$ cat src/rtl/ibexsis_pkg.sv
// Shared types and constants for the Ibex data-port to AXI4-lite peripheral bridge.
package ibexsis_pkg;

  typedef enum logic [2:0] {
    IDLE,
    WR_ADDR_DATA,
    WR_RESP,
    RD_ADDR,
    RD_DATA,
    RESP
  } dmem_axi_state_e;

  // Peripheral window: IOmodule base up to the end of Timer1 (exclusive).
  localparam logic [31:0] ADDR_LO = 32'h0000_4000;
  localparam logic [31:0] ADDR_HI = 32'h0000_40D8;

  localparam logic [1:0] RESP_OKAY   = 2'b00;
  localparam logic [1:0] RESP_SLVERR = 2'b10;

  function automatic logic in_periph_window(input logic [31:0] addr);
    return (addr >= ADDR_LO) && (addr < ADDR_HI);
  endfunction

endpackage

$ cat src/rtl/dmem_axi_wdog.sv
// Bus watchdog for dmem_axi_bridge: counts cycles spent waiting on the AXI slave
// and flags expiry once TIMEOUT_CYCLES cycles have elapsed since the count started.
module dmem_axi_wdog #(
  parameter int unsigned TIMEOUT_CYCLES = 255
) (
  input  logic clk_i,
  input  logic rst_ni,
  input  logic clear_i,
  input  logic run_i,
  output logic expired_o
);

  localparam logic [7:0] LIMIT = 8'(TIMEOUT_CYCLES - 1);

  logic [7:0] cnt_d, cnt_q;

  always_comb begin
    cnt_d = cnt_q;
    if (clear_i) begin
      cnt_d = 8'd0;
    end else if (run_i) begin
      cnt_d = cnt_q + 8'd1;
    end
  end

  // Expiry is taken in the cycle the count would step to TIMEOUT_CYCLES.
  assign expired_o = run_i && !clear_i && (cnt_q == LIMIT);

  // NOTE: sequential state only ever uses non-blocking assignments.
  always_ff @(posedge clk_i or negedge rst_ni) begin
    if (!rst_ni) begin
      cnt_q <= 8'd0;
    end else begin
      cnt_q <= cnt_d;
    end
  end

endmodule

$ cat src/rtl/dmem_axi_bridge.sv
// Single-outstanding bridge from the Ibex data port (req/gnt/rvalid) to AXI4-lite.
// Optional bus watchdog enabled by defining DMEM_AXI_BRIDGE_TIMEOUT_EN.
module dmem_axi_bridge
  import ibexsis_pkg::*;
#(
  parameter int unsigned TIMEOUT_CYCLES = 255
) (
  input  logic        clk_i,
  input  logic        rst_ni,
  input  logic        data_req,
  input  logic        data_we,
  input  logic [3:0]  data_be,
  input  logic [31:0] data_addr,
  input  logic [31:0] data_wdata,
  output logic        data_gnt,
  output logic        data_rvalid,
  output logic [31:0] data_rdata,
  output logic        data_err,
  output logic [31:0] awaddr,
  output logic        awvalid,
  input  logic        awready,
  output logic [31:0] wdata,
  output logic [3:0]  wstrb,
  output logic        wvalid,
  input  logic        wready,
  input  logic        bvalid,
  input  logic [1:0]  bresp,
  output logic        bready,
  output logic [31:0] araddr,
  output logic        arvalid,
  input  logic        arready,
  input  logic        rvalid,
  input  logic [1:0]  rresp,
  input  logic [31:0] rdata,
  output logic        rready
);

  dmem_axi_state_e state_d, state_q;
  logic [31:2] addr_d, addr_q;
  logic [3:0]  be_d, be_q;
  logic [31:0] wdata_d, wdata_q;
  logic        awvalid_d, awvalid_q;
  logic        wvalid_d, wvalid_q;
  logic        arvalid_d, arvalid_q;
  logic        rsp_valid_d, rsp_valid_q;
  logic [31:0] rsp_rdata_d, rsp_rdata_q;
  logic        rsp_err_d, rsp_err_q;

  logic in_window;
  logic accept;
  logic wdog_expired;

  assign in_window = in_periph_window(data_addr);
  assign accept    = (state_q == IDLE) && data_req;

`ifdef DMEM_AXI_BRIDGE_TIMEOUT_EN
  logic wdog_run;

  assign wdog_run = (state_q == WR_ADDR_DATA) || (state_q == WR_RESP) ||
                    (state_q == RD_ADDR)      || (state_q == RD_DATA);

  dmem_axi_wdog #(
    .TIMEOUT_CYCLES(TIMEOUT_CYCLES)
  ) u_wdog (
    .clk_i    (clk_i),
    .rst_ni   (rst_ni),
    .clear_i  (accept && in_window),
    .run_i    (wdog_run),
    .expired_o(wdog_expired)
  );
`else
  logic [7:0] unused_timeout;

  assign unused_timeout = 8'(TIMEOUT_CYCLES);
  assign wdog_expired   = 1'b0;
`endif

  // NOTE: every variable gets a default first so no path infers a latch.
  always_comb begin
    state_d     = state_q;
    addr_d      = addr_q;
    be_d        = be_q;
    wdata_d     = wdata_q;
    awvalid_d   = awvalid_q;
    wvalid_d    = wvalid_q;
    arvalid_d   = arvalid_q;
    rsp_valid_d = 1'b0;
    rsp_rdata_d = rsp_rdata_q;
    rsp_err_d   = rsp_err_q;

    unique case (state_q)
      IDLE: begin
        if (data_req) begin
          addr_d  = data_addr[31:2];
          be_d    = data_be;
          wdata_d = data_wdata;
          if (!in_window) begin
            rsp_rdata_d = 32'd0;
            rsp_err_d   = 1'b1;
            rsp_valid_d = 1'b1;
            state_d     = RESP;
          end else if (data_we) begin
            awvalid_d = 1'b1;
            wvalid_d  = 1'b1;
            state_d   = WR_ADDR_DATA;
          end else begin
            arvalid_d = 1'b1;
            state_d   = RD_ADDR;
          end
        end
      end

      // AW and W complete independently; leave once both have handshaken.
      WR_ADDR_DATA: begin
        if (awready) awvalid_d = 1'b0;
        if (wready)  wvalid_d  = 1'b0;
        if (!awvalid_d && !wvalid_d) state_d = WR_RESP;
      end

      WR_RESP: begin
        if (bvalid) begin
          rsp_rdata_d = 32'd0;
          rsp_err_d   = (bresp != RESP_OKAY);
          rsp_valid_d = 1'b1;
          state_d     = RESP;
        end
      end

      RD_ADDR: begin
        if (arready) begin
          arvalid_d = 1'b0;
          state_d   = RD_DATA;
        end
      end

      RD_DATA: begin
        if (rvalid) begin
          rsp_rdata_d = rdata;
          rsp_err_d   = (rresp != RESP_OKAY);
          rsp_valid_d = 1'b1;
          state_d     = RESP;
        end
      end

      RESP: begin
        state_d = IDLE;
      end

      default: begin
        state_d = IDLE;
      end
    endcase

    // A stalled slave is abandoned; any response it sends later lands outside
    // WR_RESP/RD_DATA and is dropped.
    if (wdog_expired) begin
      awvalid_d   = 1'b0;
      wvalid_d    = 1'b0;
      arvalid_d   = 1'b0;
      rsp_rdata_d = 32'd0;
      rsp_err_d   = 1'b1;
      rsp_valid_d = 1'b1;
      state_d     = RESP;
    end
  end

  always_ff @(posedge clk_i or negedge rst_ni) begin
    if (!rst_ni) begin
      state_q     <= IDLE;
      addr_q      <= '0;
      be_q        <= 4'd0;
      wdata_q     <= 32'd0;
      awvalid_q   <= 1'b0;
      wvalid_q    <= 1'b0;
      arvalid_q   <= 1'b0;
      rsp_valid_q <= 1'b0;
      rsp_rdata_q <= 32'd0;
      rsp_err_q   <= 1'b0;
    end else begin
      state_q     <= state_d;
      addr_q      <= addr_d;
      be_q        <= be_d;
      wdata_q     <= wdata_d;
      awvalid_q   <= awvalid_d;
      wvalid_q    <= wvalid_d;
      arvalid_q   <= arvalid_d;
      rsp_valid_q <= rsp_valid_d;
      rsp_rdata_q <= rsp_rdata_d;
      rsp_err_q   <= rsp_err_d;
    end
  end

  // NOTE: the combinational outputs are qualified with rst_ni so that every
  // output reads 0 while reset is held, not only the registered ones.
  assign data_gnt    = accept && rst_ni;
  assign bready      = rst_ni;
  assign rready      = rst_ni;

  assign data_rvalid = rsp_valid_q;
  assign data_rdata  = rsp_rdata_q;
  assign data_err    = rsp_err_q;
  assign awaddr      = {addr_q, 2'b00};
  assign araddr      = {addr_q, 2'b00};
  assign awvalid     = awvalid_q;
  assign wvalid      = wvalid_q;
  assign arvalid     = arvalid_q;
  assign wdata       = wdata_q;
  assign wstrb       = be_q;

endmodule

$ cat config.mk
export PLATFORM = sky130hd
export DESIGN_NAME = dmem_axi_bridge
export DESIGN_NICKNAME = d
export VERILOG_FILES = /design/src/rtl/ibexsis_pkg.sv /design/src/rtl/dmem_axi_wdog.sv /design/src/rtl/dmem_axi_bridge.sv
export SDC_FILE = /design/constraint.sdc
export NUM_CORES = 1
export LEC_CHECK = 0
export ABC_CLOCK_PERIOD_IN_PS = 1750
export BUFFER_PORTS_ARGS = -buffer_cell sky130_fd_sc_hd__buf_4
export CORE_UTILIZATION = 41
export CTS_BUF_LIST = sky130_fd_sc_hd__clkbuf_2 sky130_fd_sc_hd__clkbuf_4 sky130_fd_sc_hd__clkbuf_8
export DETAILED_ROUTE_END_ITERATION = 12
export PLACE_DENSITY = 0.8
export SKIP_LAST_GASP = 1
export SYNTH_ARGS = -nofsm -noshare
export SYNTH_HDL_FRONTEND = slang
export SYNTH_SLANG_ARGS = --single-unit
$ cat constraint.sdc
create_clock -name clk_i -period 1.75 [get_ports clk_i]
set_input_delay 0.2625 -clock clk_i [delete_from_list [all_inputs] [get_ports clk_i]]
set_output_delay 0.2625 -clock clk_i [all_outputs]
set_load 0.1 [all_outputs]
==> results of run 1 <==
cell type report:
class,instances,area share
well taps,136,0.0255
clock inverters,2,0.00150
flip-flops and latches,106,0.398
repair buffers,278,0.327
multi-input cells,156,0.219
inverters,2,0.00112
clock buffers,14,0.0270
state kept, by name, summed over array words and instances, names as in the netlist:
name and flops:
wdata 32, awvalid 1, data_rvalid 1, arvalid 1, wvalid 1, data_rdata 32, state_q 3, wstrb 4
addr_q 30, data_err 1
what timing repair did:
| item | 4_1_cts | 5_1_grt |
|---|---|---|
| gates cloned | 0 | 2 |
| pin swaps | 1 | 2 |
| hold buffers | 1 | 0 |
| endpoints found under the setup margin | 11 | 61 |
| endpoints found under the hold margin | 23 | 0 |
| buffers inserted | 4 | 0 |
| resized for setup | 5 | 3 |
final timing paths:
check | startpoint | endpoint
setup / recovery | state_q[1]$_DFFE_PN0P_ | data_gnt
hold / removal | awready | awvalid$_DFFE_PN0P_
setup reg to reg | state_q[0]$_DFFE_PN0P_ | state_q[0]$_DFFE_PN0P_
hold reg to reg | wdata[29]$_DFFE_PN0P_ | wdata[29]$_DFFE_PN0P_
max in group asynchronous | rst_ni | state_q[2]$_DFFE_PN0P_
min in group asynchronous | rst_ni | wdata[19]$_DFFE_PN0P_
worst max-delay path, delay by kind of cell, from the launching register on:
family        cells  cell delay (ns)
simple gates      2             0.45
flops             1             0.43
buf+inv           2             0.33
layout by cell type, fill, tap and decap left out, drive strengths merged, types with 2 or more instances in the layout:
master and instances:
nor2b 2, nor4b 4, clkbuf 15, mux2 67
buf 276, a31oi 3, nand3 3, nor2 3
a2bb2oi 2, a21o 2, conb 4, a41oi 2
a21oi 2, o21ai 3, nor4 7, inv 2
nand2 4, a32o 32, dfrtp 106, clkinv 2
nor3 2
stage by stage:
step | utilization | instance area (um2)
after global routing | 0.638 | 6680
after global placement | 0.611 | 6390
after detailed placement | 0.611 | 6390
after floorplan | - | 4510
final | 0.638 | 6680
after CTS | 0.635 | 6640
cells by family after synthesis:
group           after synthesis
flops                       106
mux                          68
buf+inv                      59
compound gates               52
simple gates                 32
other cells                   1
metal layers:
layer	track usage	share of wire	wire length, um
met1	0.232	0.38	4510
met2	0.369	0.54	6360
met3	0.0365	0.061	720
met4	0.0675	0.016	192
met5	0	0	0
==> metrics.yaml, run 1 <==
rsz0062_at_grt: "true"
via_per_inst: 5.19
gp_congestion: 0.807
path_max_fanout: 2
htreeDepth: 3
cts_root_buf: "clkbuf_8"
synth_common_cells: "dfrtp_1, mux2_2, buf_4"
vias: 3602
whs_path_depth: 2
synth_compound_area_frac: 0.105
register_area_mm2: 0.00266
yosys.area_share.simple: 0.0474
hpwl_mm: 8.69
grt_overflow: 0
setup_tns_ns: -0.0777
finalCritPeriodShare: 1.04
synth_adder_area_share: 0
yosysMostFrequentCell: "dfrtp_1"
worstPathArrival_ns: 1.57
yosysTopAreaCell: "dfrtp_1"
ys_ff_latch: 106
drt_iter0_markers: 192
nFillCells: 815
dp_cells: 671
drive_above_1_share: 0.661
cap_viol_max_count: 0
finalWorstSetupSlack_ns: -0.0777
grt_pass1_wl_mm: 17.8
die_h_um: 107
grt_usage: 0.200
cts.sink_count: 106
ys_seq_area_frac: 0.592
avgRoutedWirePerCell_um: 17.0
ant_nets: 0
crit_slowest_cell: "dfrtp_2"
cp_cell_sequence: "nor4b_4, buf_4, and2_4, buf_12"
synth_mux_area_frac: 0.170
ys.flop_type: "dfrtp_1"
die_w_um: 107
async_reset_ff_frac: 1.00
antennaDiodeCount: 0
worst_setup_path_end_kind: "primary output"
cts_tree: "done"
cts_buffers: 9
skew_ns: 0.00541
synth_top_family_by_area: "multiplexers"
startpoint_type: "flop"
synth_top_area_share: 0.592
dieArea_mm2: 0.0114
synth_area_leaders: "dfrtp_1, mux2_2, a32o_1"
io_pins: 253
holdWs_ns: 0.0827
multi_input_area_mm2: 0.00147
grt_pass1_vias: 3736
antenna_found_initial: 0
max_stage_delay_ns: 0.43
synth_xor_xnor_area_share: 0
ys_types: 38
fp-row-count: 37
hold_viol_final: 0
clkLatencyLatePin_ns: 0.35
worstPathRequired_ns: 1.49
clkSlewWorstSetupHoldPaths_ns: 0.09
route.detailed.drc: 0
wirelength_mm: 11.8
reg2reg_slack_ns: 0.02
r2r_cells: 6
min_path_type: "primary input to flop"
initial_utilization: 0.429
period_needed_ns: 1.83
final_nets: 666
final-setup-viol-count: 1
syn_inst: 318
area_growth_pct: 48.9
status: "complete, but fails checks"
coreArea_mm2: 0.0105
worstSetupPathType: "flop to primary output"
syn_avg_cell_area_um2: 14.1
synth_edf_count: 0
fmax_mhz: 547
io_buffers: 246
violations: "negative setup slack"
synth_warnings: 0
grt_max_degree: 84
layout.cells.non_filler: 694
cts_max_path_buffers: 2
finalMaxSlewViolations: 0
syn-cell-area_mm2: 0.00448
first_pass_iters: 4
pre_cts_slack_ns: -0.00320
Power of run 1 is left out: the tool's default activity adds up to more than one toggle a clock period on the data nets, which glitch-free logic cannot reach.
==> run 2: changes to the inputs <==
Settings changed: CTS_BUF_LIST sky130_fd_sc_hd__clkbuf_2 sky130_fd_sc_hd__clkbuf_4 sky130_fd_sc_hd__clkbuf_8 to sky130_fd_sc_hd__clkbuf_4.
==> metrics.yaml, run 2 (synthesized netlist as in run 1, its figures left out) <==
hold_viol_final: 0
clkLatencyLatePin_ns: 0.43
wirelength_mm: 12.2
final_nets: 676
grt_pass1_vias: 3730
dp_cells: 671
drive_above_1_share: 0.669
worstPathArrival_ns: 1.68
die_h_um: 107
final_common_cell: "buf_4"
first_pass_iters: 4
crit_slowest_cell: "dfrtp_2"
route.detailed.drc: 0
initial_utilization: 0.429
grt_pass1_wl_mm: 17.6
cts.sink_count: 106
skew_ns: 0.00585
drt_iter0_markers: 266
avgRoutedWirePerCell_um: 17.4
area_growth_pct: 51.3
ant_nets: 0
hpwl_mm: 8.69
worstPathRequired_ns: 1.49
antennaDiodeCount: 0
cts_root_buf: "clkbuf_4"
cts_buffers: 9
final-setup-viol-count: 35
placed_area_mm2: 0.00639
worst_setup_path_end_kind: "primary output"
grt_usage: 0.198
dieArea_mm2: 0.0114
period_needed_ns: 1.95
final_cell_mix: "buf_4, dfrtp_1, mux2_2"
via_per_inst: 5.19
fp-row-count: 37
cap_viol_max_count: 0
min_path_type: "primary input to flop"
crit_family: "simple AND/OR/NAND/NOR gates"
finalMaxSlewViolations: 0
register_area_mm2: 0.00266
startpoint_type: "flop"
die_w_um: 107
io_buffers: 246
htreeDepth: 3
finalCritPeriodShare: 1.11
crit_buf_inv: 2
final_cell_area_mm2: 0.00679
coreArea_mm2: 0.0105
gp_congestion: 0.807
multi_input_area_mm2: 0.00151
worstSetupPathType: "flop to primary output"
cp_cell_sequence: "nor4b_4, buf_4, and2_4, buf_12"
antenna_found_initial: 0
layout.cells.non_filler: 704
grt_overflow: 0
finalWorstSetupSlack_ns: -0.197
path_max_fanout: 2
cts_tree: "done"
io_pins: 253
violations: "negative setup slack"
cts_max_path_buffers: 2
rsz0062_at_grt: "true"
status: "complete, but fails checks"
grt_max_degree: 84
clkSlewWorstSetupHoldPaths_ns: 0.15
max_stage_delay_ns: 0.45
nFillCells: 796
vias: 3653
fmax_mhz: 514
-- run 2: repair_timing --
action | in CTS | in global routing
hold buffers | 3 | 1
gates cloned | 0 | 6
pin swaps | 1 | 33
hold endpoints to repair | 108 | 1
setup endpoints to repair | 21 | 65
gates resized for setup | 5 | 15
setup buffers | 4 | 3
-- run 2: layout make-up --
class,instances,area share
clock buffer,11,0.0122
clock inverter,5,0.00313
inverter,2,0.00111
multi-input combinational,156,0.223
sequential,106,0.392
tap,136,0.0251
timing repair buffer,288,0.344
-- run 2: per-stage QoR --
| step | utilization | hold slack [ns] | setup TNS [ns] | setup WS (ns) |
|---|---|---|---|---|
| finish | 0.649 | 0.0325 | -2.13 | -0.197 |
| global route | 0.649 | 0.00279 | -4.21 | -0.288 |
| CTS | 0.628 | 0.00379 | -0.274 | -0.227 |
| detailed placement | 0.611 | 0.354 | -0.00320 | -0.00320 |
| global placement | 0.611 | 0.340 | -0.0000350 | -0.0000350 |
| floorplan | - | -0.0331 | -0.0236 | -0.0236 |
-- run 2: path summary, 6_finish.rpt --
kind / cells after the start / slack (ns) / from / endpoint
max in group asynchronous: 3 / 0.95 / rst_ni / state_q[1]$_DFFE_PN0P_
min in group asynchronous: 3 / 0.43 / rst_ni / wdata[19]$_DFFE_PN0P_
max reg2reg: 6 / -0.09 / state_q[1]$_DFFE_PN0P_ / data_rdata[0]$_DFFE_PN0P_
min reg2reg: 1 / 0.53 / wdata[29]$_DFFE_PN0P_ / wdata[29]$_DFFE_PN0P_
max: 4 / -0.20 / state_q[1]$_DFFE_PN0P_ / data_gnt
min: 2 / 0.03 / rdata[3] / data_rdata[3]$_DFFE_PN0P_
-- run 2: layer usage --
metal / vias up / global-route usage / share of wire
met2: 171 / 0.363 / 0.54
met3: 19 / 0.0365 / 0.063
li1: 1644 / - / -
met1: 1819 / 0.227 / 0.38
met4: 0 / 0.0753 / 0.020
met5: - / 0 / 0
-- run 2: worst reg2reg max path: cells and delay by family, from the launching register on --
family	cells	cell delay, ns
buffers and inverters	3	0.45
and+or+nand+nor	1	0.34
DFF	1	0.45
AOI/OAI and AO/OA	2	0.50
Power of run 2 is left out for the same reason.
==> run 3: changes to the inputs <==
Settings changed: CORE_UTILIZATION 41 to 40, CTS_BUF_LIST sky130_fd_sc_hd__clkbuf_4 to unset, GPL_TIMING_DRIVEN set to 0, PLACE_DENSITY 0.8 to 0.79.
==> metrics.yaml, run 3 (synthesized netlist as in run 1, its figures left out) <==
placed_area_mm2: 0.00653
cts_max_path_buffers: 2
final-setup-viol-count: 2
skew_ns: 0.0120
dieArea_mm2: 0.0116
grt_usage: 0.198
worst_setup_path_end_kind: "primary output"
clkLatencyLatePin_ns: 0.36
ant_nets: 0
relSlewSlack: 0.632
hpwl_mm: 8.98
worstPathRequired_ns: 1.49
vias: 3681
utilization: 0.629
fmax_mhz: 497
die_w_um: 108
route.detailed.drc: 0
min_path_type: "primary input to asynchronous set/reset pin"
path_max_fanout: 2
r2r-start: "state_q[2]$_DFFE_PN0P_"
wl_met1_mm: 4.78
final_cell_area_mm2: 0.00685
antennaDiodeCount: 0
startpoint_type: "flop"
grt_pass1_wl_mm: 17.8
worstPathArrival_ns: 1.75
grt_overflow: 0
io_buffers: 246
fp-row-count: 38
route.met2.wl_mm: 6.12
rsz0062_at_grt: "true"
clkSlewWorstSetupHoldPaths_ns: 0.10
period_needed_ns: 2.01
cts_tree: "done"
dr_wl_met3_um: 838
finalMaxSlewViolations: 0
final_cell_mix: "buf_4, dfrtp_1, mux2_2"
worstMarginPinSlew_ns: 0.552
area_growth_pct: 52.8
finalWorstSetupSlack_ns: -0.262
holdWs_ns: -0.138
first_pass_iters: 4
cts_buffers: 9
topRoutingLayerUsed: "met4"
hold_viol_final: 106
final_common_cell: "buf_4"
dp_cells: 707
wirelength_mm: 11.9
cts_root_buf: "clkbuf_8"
violations: "negative hold slack, negative setup slack"
final_nets: 697
worstSetupPathType: "flop to primary output"
cts.sink_count: 106
drive_above_1_share: 0.679
coreArea_mm2: 0.0109
layout.cells.non_filler: 728
status: "complete, but fails checks"
grt_max_degree: 110
die_h_um: 108
finalCritPeriodShare: 1.15
initial_utilization: 0.412
antenna_found_initial: 0
drt_iter0_markers: 199
cap_viol_max_count: 0
critPathLaunch: "state_q[2]$_DFFE_PN0P_"
grt_pass1_vias: 3665
avgRoutedWirePerCell_um: 16.4
io_pins: 253
via_per_inst: 5.06
gp_congestion: 0.812
htreeDepth: 3
==> run 3: cell count changes in the layout (fill, tap and decap cells not counted), sizes merged <==
cell | before | now
buf | 280 | 305
clkinv | 5 | 0
clkinvlp | 0 | 4
dlygate4sd3 | 4 | 0
==> run 3: final cells by class <==
type,count,area [um2]
clock inverters,4,30.0
clock buffers,11,131
flip-flops and latches,106,2660
fillers,850,4040
well taps,140,175
plain buffers,56,427
repair buffers,253,1920
multi-input cells,156,1500
inverters,2,7.51
==> run 3: repair_timing <==
action,CTS,global route
setup endpoints to repair,95,98
endpoints found under the hold margin,100,106
resized for setup,23,15
pin swaps,1,2
buffers inserted,4,4
==> run 3: per-stage QoR <==
step	setup TNS [ns]	setup WS [ns]	hold slack (ns)
finish	-0.263	-0.262	-0.138
global route	-5.47	-0.357	-0.104
CTS	-0.311	-0.277	-0.0280
detailed placement	-18.65	-0.433	0.445
global placement	-16.61	-0.397	0.442
floorplan	-0.0236	-0.0236	-0.0331
==> run 3: metal layers <==
layer	vias to the layer above	track usage
met2	167	0.353
met4	0	0.0665
li1	1685	-
met5	-	0
met1	1812	0.233
met3	17	0.0460
==> run 3: worst paths after layout <==
kind                       slack [ns]  depth (start not counted)                         end
max reg2reg                         0                          6   data_rdata[8]$_DFFE_PN0P_
max                             -0.26                          6                    data_gnt
min in group clk_i               0.08                          2         awvalid$_DFFE_PN0P_
max in group asynchronous        1.45                          1          wvalid$_DFFE_PN0P_
min reg2reg                      0.51                          1       wdata[11]$_DFFE_PN0P_
min                             -0.14                          1  data_rdata[21]$_DFFE_PN0P_
==> run 3: critical path, cell delays in order, from the launching register on <==
cell and delay [ns]:
dfrtp_1 0.40, buf_6 0.13, nor4b_4 0.31, buf_6 0.15
buf_12 0.09, and2_4 0.14, buf_12 0.17
Power of run 3 is left out for the same reason.
